<file path="src/rtl/lsu_pkg.sv">
// Shared types and width constants for the load/store unit.
package lsu_pkg;

    localparam int ADDR_W = 16;
    localparam int DATA_W = 16;

    typedef enum logic [1:0] {
        S_IDLE   = 2'd0,
        S_ACCESS = 2'd1,
        S_RMW_WR = 2'd2,
        S_RESP   = 2'd3
    } lsu_state_e;

endpackage

</file>
<file path="src/rtl/lsu_load_fmt.sv">
// Load result formatting: halfword pass-through, or low byte zero/sign-extended.
module lsu_load_fmt
    import lsu_pkg::*;
(
    input  logic [DATA_W-1:0] i_rdata,
    input  logic              i_is_byte,
    input  logic              i_is_signed,
    output logic [DATA_W-1:0] o_data
);

    logic w_ext;

    always_comb begin
        w_ext  = i_is_signed & i_rdata[7];
        o_data = i_rdata;
        if (i_is_byte) begin
            o_data = {{8{w_ext}}, i_rdata[7:0]};
        end
    end

endmodule

</file>
<file path="src/rtl/load_store_unit.sv">
// Single-outstanding load/store unit for a byte-addressed 16-bit memory;
// byte stores are done as read-modify-write to keep the neighbouring byte.
module load_store_unit
    import lsu_pkg::*;
(
    input  logic              clk,
    input  logic              rst_n,
    input  logic              req_valid,
    output logic              req_ready,
    input  logic              req_we,
    input  logic              req_byte,
    input  logic              req_signed,
    input  logic [ADDR_W-1:0] req_addr,
    input  logic [DATA_W-1:0] req_wdata,
    output logic              rsp_valid,
    input  logic              rsp_ready,
    output logic [DATA_W-1:0] rsp_rdata,
    output logic [ADDR_W-1:0] mem_addr,
    output logic [DATA_W-1:0] mem_wdata,
    output logic              mem_we,
    input  logic [DATA_W-1:0] mem_rdata
);

    // state    | meaning
    // S_IDLE   | waiting for a request, req_ready high
    // S_ACCESS | memory read (load / byte store) or halfword write
    // S_RMW_WR | byte store write-back with preserved high byte
    // S_RESP   | response held until rsp_ready

    lsu_state_e        r_state;
    logic [ADDR_W-1:0] r_addr;
    logic              r_we;
    logic              r_byte;
    logic              r_signed;
    logic [DATA_W-1:0] r_mem_wdata;
    logic              r_mem_we;
    logic              r_rsp_valid;
    logic [DATA_W-1:0] r_rsp_rdata;
    logic [DATA_W-1:0] w_load_data;

    lsu_load_fmt u_load_fmt (
        .i_rdata     (mem_rdata),
        .i_is_byte   (r_byte),
        .i_is_signed (r_signed),
        .o_data      (w_load_data)
    );

    // Outputs are registered, so each write pulse is scheduled one edge ahead.
    always_ff @(posedge clk) begin
        if (!rst_n) begin
            r_state     <= S_IDLE;
            r_addr      <= '0;
            r_we        <= 1'b0;
            r_byte      <= 1'b0;
            r_signed    <= 1'b0;
            r_mem_wdata <= '0;
            r_mem_we    <= 1'b0;
            r_rsp_valid <= 1'b0;
            r_rsp_rdata <= '0;
        end else begin
            r_mem_we <= 1'b0;
            case (r_state)
                S_IDLE: begin
                    if (req_valid) begin
                        r_addr      <= req_addr;
                        r_we        <= req_we;
                        r_byte      <= req_byte;
                        r_signed    <= req_signed;
                        r_mem_wdata <= req_wdata;
                        r_mem_we    <= req_we & ~req_byte;
                        r_state     <= S_ACCESS;
                    end
                end
                S_ACCESS: begin
                    if (!r_we) begin
                        r_rsp_rdata <= w_load_data;
                        r_rsp_valid <= 1'b1;
                        r_state     <= S_RESP;
                    end else if (r_byte) begin
                        r_mem_wdata <= {mem_rdata[15:8], r_mem_wdata[7:0]};
                        r_mem_we    <= 1'b1;
                        r_state     <= S_RMW_WR;
                    end else begin
                        r_rsp_rdata <= '0;
                        r_rsp_valid <= 1'b1;
                        r_state     <= S_RESP;
                    end
                end
                S_RMW_WR: begin
                    r_rsp_rdata <= '0;
                    r_rsp_valid <= 1'b1;
                    r_state     <= S_RESP;
                end
                S_RESP: begin
                    if (rsp_ready) begin
                        r_rsp_valid <= 1'b0;
                        r_state     <= S_IDLE;
                    end
                end
                default: r_state <= S_IDLE;
            endcase
        end
    end

    assign req_ready = (r_state == S_IDLE);
    assign rsp_valid = r_rsp_valid;
    assign rsp_rdata = r_rsp_rdata;
    assign mem_addr  = r_addr;
    assign mem_wdata = r_mem_wdata;
    assign mem_we    = r_mem_we;

endmodule
</file>
<file path="config.mk">
export PLATFORM = sky130hd
export DESIGN_NAME = load_store_unit
export DESIGN_NICKNAME = d
export VERILOG_FILES = /design/src/rtl/lsu_pkg.sv /design/src/rtl/lsu_load_fmt.sv /design/src/rtl/load_store_unit.sv
export SDC_FILE = /design/constraint.sdc
export NUM_CORES = 1
export LEC_CHECK = 0
export ABC_AREA = 1
export CAP_MARGIN = 20
export CORE_ASPECT_RATIO = 2
export CORE_MARGIN = 2
export CORE_UTILIZATION = 45
export DETAILED_ROUTE_END_ITERATION = 10
export PLACE_DENSITY = 0.95
export SLEW_MARGIN = 40
export SYNTH_ARGS = -nofsm -noshare
export SYNTH_HDL_FRONTEND = slang
export SYNTH_SLANG_ARGS = --single-unit
</file>
<file path="constraint.sdc">
create_clock -name clk -period 2.4 [get_ports clk]
set_input_delay 0.36 -clock clk [delete_from_list [all_inputs] [get_ports clk]]
set_output_delay 0.36 -clock clk [all_outputs]
set_load 0.005 [all_outputs]
</file>
== Yosys cells after proc, flatten, opt, wreduce, memory -nomap -nowiden ==
Index checks and enable logic that the tools add are counted.
Word-level totals
  register bits: 55
  input port bits: 55
  output and inout bits: 51
  logic and storage cells: 53
Cells by class
  eq/ne operators: 8
  mux-type cells: 21
  bitwise logic cells: 4
  reductions and logical operators: 10
Operator list (count)
  $mux 16: 6
  $pmux 16 s2: 2
  $mux 1: 8
  $ne 2x2->1 const B: 4
  $pmux 2 s4: 1
  $reduce_and 2->1: 3
  $reduce_and 3->1: 2
  $eq 2x2->1 const B: 2
  $mux 2: 2
  $reduce_and 4->1: 1
  $reduce_bool 2->1: 2
  $ne 3x3->1 const B: 1
  $pmux 1 s3: 1
  $reduce_bool 3->1: 1
  $and 1x1->1: 2
  $eq 2x1->1 const B: 1
  $logic_not 2->1: 1
  $not 1->1: 2
  $pmux 1 s2: 1

== Depth between registers and ports, before layout ==
  word-level depth: 4
  gate-level depth with buffers: 10
  mapped depth without buffers: 8

== Cells and area by module ==
A second synthesis with hierarchy kept.
Second synthesis, totals
  cells, all modules: 345
  area, all modules: 2466.1 µm²
By module, submodules not included
  load_store_unit: instances 1, cells each 319, area an instance 2332.2 µm²
  lsu_load_fmt: instances 1, cells each 26, area an instance 133.9 µm²

== Worst setup path after synthesis ==
OpenSTA, ideal clock, no wires.
  path type: register -> register
  from: register r_state[0]
  to: register r_mem_wdata[10] (netlist: mem_wdata[10])
  library setup time: 0.113 ns
  arrival: 1.313 ns
  data required time: 2.287 ns
  slack: 0.974 ns
  stages on the path, launching flop included: 9
  path buffers: 0
  period minus slack after synthesis: 1.426 ns
  path through: dfxtp_1 -> inv_1 -> ha_1 -> inv_1 -> nor2_1 -> nor2_1 -> nand3_1 -> nand2_1 -> nor2_1
Between the ends
  cells in the longest elaborated chain, start to end: 3
  elaborated cells on any way between the ends: 8
  those cells by class: 4 x eq/ne; 1 x mux; 3 x reduce/logical
RTL lines
  from (decl): line load_store_unit.sv:30  | lsu_state_e r_state;
  from (signal assigned): line load_store_unit.sv:51  | r_state <= S_IDLE;
  from (signal assigned): line load_store_unit.sv:71  | r_state <= S_ACCESS;
  from (signal assigned): line load_store_unit.sv:78  | r_state <= S_RESP;
  $logic_not 2->1 (*)
  net req_ready: line load_store_unit.sv:9  | output logic req_ready,
  $ne 2x2->1 (no source line) or $reduce_bool 2->1 (tied branches)
  $reduce_and 4->1 (no source line)
  to (signal assigned): line load_store_unit.sv:69  | r_mem_wdata <= req_wdata;
  to (signal assigned): line load_store_unit.sv:80  | r_mem_wdata <= {mem_rdata[15:8], r_mem_wdata[7:0]};
  to (decl): line load_store_unit.sv:35  | logic [DATA_W-1:0] r_mem_wdata;
Mark *: on every way through the listed nets, which the timed path passes. The rest lies on a longest branch.
A chain may end at the register's enable or synchronous reset.

== Worst setup path after layout ==
  from: register r_state[1]
  to: output port req_ready
Between the ends
  cells in the longest elaborated chain, start to end: 1
RTL lines
  $logic_not 2->1: line load_store_unit.sv:105  | assign req_ready = (r_state == S_IDLE);
  to (decl): line load_store_unit.sv:9
No other way between the ends.

==> impl_results.md <==
- Crit path DAT: 1.65 ns
- Placed standard-cell area: around 3500 um2
- Maximum VDD drop: 0.000741 V
- Fin Setup TNS: 0 ns
- F_max: between 400 and 500 MHz
- Worst R2R End: mem_wdata[9]
- FP Rows: 38
- Met1 Use GR: 19.7%
- CTS tree: done
- Die W: 56.4 um
- Hold Path End: rsp_valid
- Antenna cells: 0
- Slowest stage cell, crit path: clkdlybuf4s50_1
- Drt first pass iters: 4
- Routed WL per cell: 12.6 um
- Synthesized area: 2470 um2
- Commonest cells in the netlist: nor2_1 (106), dfxtp_1 (55), nand2_1 (45)
- Busiest grt layer: met2
- Min-delay worst type: reg2reg
- Synth async-reset ratio: 0%
- Crit path time final: between 2 and 2.5 ns
- Pre-CTS setup slack: 0.595 ns
- Cells on worst reg2reg path: 8
- Die area: about 6100 um2
- RSZ-0062 raised after global routing: false
- Post-Route WL: 6.42 mm
- GRT Overall Usage: between 20% and 30%
- DP Cell Count: 502
- # hold bufs at CTS: 0
- IO Port Bufs: 105
- H-Tree Depth: 2
- Synth top area share: 44.6%
- Non-filler cells, final: between 500 and 600
- Number of antenna violations at the first check in global routing: 0
- Max_cap viols: 0
- Final Util: 67.1%
- Synthesized flop and latch total: 55
- Final setup viols: 0
- Final Hold Viols: 0
- CP Class: reg2out
- Slack of the critical path: between 0.3 and 0.4 ns
- Final Max Slew Viols: 0
- Crit end category: primary output
- Met2 GRT Util: 42.9%
- Post-synth EDFFs: 0
- Final Cycle Share: between 80 and 90%
- Synth area leader: dfxtp_1
- YS warnings: 0
- Antenna-violating nets left: 0
- Post-CTS Setup Inserts: 0
- DIE HEIGHT: 109 um
- Post-synthesis average cell area: 7.09 um2
- Crit Reg-Reg Startpoint: r_state[0]
- Via density per instance: 4.95
- Area contributors post-synth: dfxtp_1 (45%), nor2_1 (16%), nand2_1 (6.8%)
- Reg2Reg Setup Slack: 0.65 ns
- Placer congestion estimate: 0.845
- Startpoint types: register
- Layout Skew: 0.00549 ns
- Xor and xnor area share after synthesis: 0%
- Clock buffer depth: 2
- Worst-path clk slew: 0.09 ns
- DRT iter0 DRCs: 75
- Vias: roughly 2500
- Synth-to-layout area growth: 46.0%
- Pwr/cell area: 1080 nW/um2
- Core Area: 5370 um2
- Gate Count Post-Synth: 348
- Synth Area in Compound Gates: 10.5%
- Crit Path Max Fanout: 6
- Power, Total: 3.90 mW
- Slew headroom: a little over three fifths
- Later-pin clock latency in the skew report: 0.30 ns
- Main combinational cell family by area after synthesis: simple AND/OR/NAND/NOR gates
- Most frequent cell after synthesis: nor2_1
- Unique cell type count in the Yosys netlist: 23
- Final Net Count: 510
- Number of global-route vias before repair: 2489
- Initial core utilization: 45.9%
- Grt ovf: 0
- M3 GR Usage: 3.80%
- Post-synthesis simple-gate area fraction: 33.1%
- Synth Net Count: 409
- Hold_ws: 0.477 ns
- CP peak stage delay: between 0.5 and 0.6 ns
- Detailed placement HPWL: 4.83 mm
- Hold path depth: 2
- Sequential area share after synthesis: 44.6%
- Clock Tree Root: clkbuf_8
- Num Clock Sinks: 55
- CTS Buf Count: 5
- P_leak: 1.60 nW
- Critical Path RT: between 2 and 2.5 ns
- Fin area: 3600 um2
- Largest net degree at the start of global routing: 54
- Hold Path Origin: rsp_valid
- Slew @ Worst Pin: 0.557 ns
- Status: finished, final reports clean
- Cts repair resizes: 0
- Residual DRC count: 0
- IO Pins: 106
- Share of layout cells above drive strength 1: under 10%
- Multiplexer share of the synthesized area: 0%
- First-pass GRT wire length: 10.5 mm
- CP Cell Sequence: inv_1 > ha_1 > clkdlybuf4s50_1
- Main synth FF type: dfxtp_1
- Post-Synth Adder-Cell Area: 3.04%
[how the worst max path moves through the flow]
stage	startpoint	end	slack [ns]	depth (start not counted)
2_1_floorplan	r_state[0]	mem_wdata[10]	0.97	8
3_3_place_gp	req_valid	mem_wdata[11]	0.70	6
3_5_place_dp	req_valid	mem_wdata[5]	0.59	6
4_1_cts	r_state[1]	req_ready	0.38	3
5_1_grt	r_state[1]	req_ready	0.25	3
6_report	r_state[1]	req_ready	0.39	3
[routing by layer]
| metal | wire length, um | share of wire, % | up-vias |
|---|---|---|---|
| li1 | - | - | 1280 |
| met3 | 266 | 4.1 | 15 |
| met4 | 183 | 2.9 | 0 |
| met1 | 2320 | 36 | 1151 |
| met5 | 0 | 0 | - |
| met2 | 3650 | 57 | 80 |
[logic make-up (layout without fill, tap and decap cells)]
| group | Yosys count | in the layout |
|---|---|---|
| buffers and inverters | 45 | 147 |
| AND/OR/NAND/NOR | 191 | 191 |
| flip-flops | 55 | 55 |
| AO/OA/AOI/OAI | 51 | 51 |
| adder cells (fa/ha/maj) | 6 | 6 |
[cell usage in the layout, fill, tap and decap left out]
cell,instances
o21ai_0,33
nor2_4,3
buf_4,4
o21ai_1,4
clkbuf_1,2
nand2_2,3
clkinv_2,1
nand3_1,18
nand2_1,45
a31oi_1,1
nand3_2,1
nand4_1,1
nand2_4,1
nor2_1,106
or2_2,8
o21a_1,1
inv_1,27
inv_2,3
ha_1,6
clkbuf_8,5
nor2_2,5
clkdlybuf4s50_1,105
a21oi_1,12
dfxtp_1,55
[report_power, final]
part | total, mW | switching (mW) | internal, mW
clock | 0.483 | 0.277 | 0.206
combinational | 1.99 | 1.00 | 0.991
sequential | 1.42 | 0.185 | 1.24
[sequential cells by signal, indices dropped and copies added, names as in the netlist]
| signal | cells |
|---|---|
| mem_addr | 16 |
| mem_wdata | 16 |
| mem_we | 1 |
| r_byte | 1 |
| r_signed | 1 |
| r_state | 2 |
| r_we | 1 |
| rsp_rdata | 16 |
| rsp_valid | 1 |
[worst max-delay path, delay by kind of cell (launching register included)]
family | cells | cell delay [ns]
buffers and inverters | 2 | 0.71
flip-flops | 1 | 0.35
adder cells (fa/ha/maj) | 1 | 0.29
[layout make-up]
type / count / area (um2)
fill: 449 / 1770
multi-input combinational: 248 / 1150
sequential: 55 / 1100
timing repair buffer: 109 / 1080
inverter: 30 / 113
clock buffer: 7 / 76.3
tap: 60 / 75.1
clock inverter: 1 / 5.00
(Power assumes the default switching activity.)
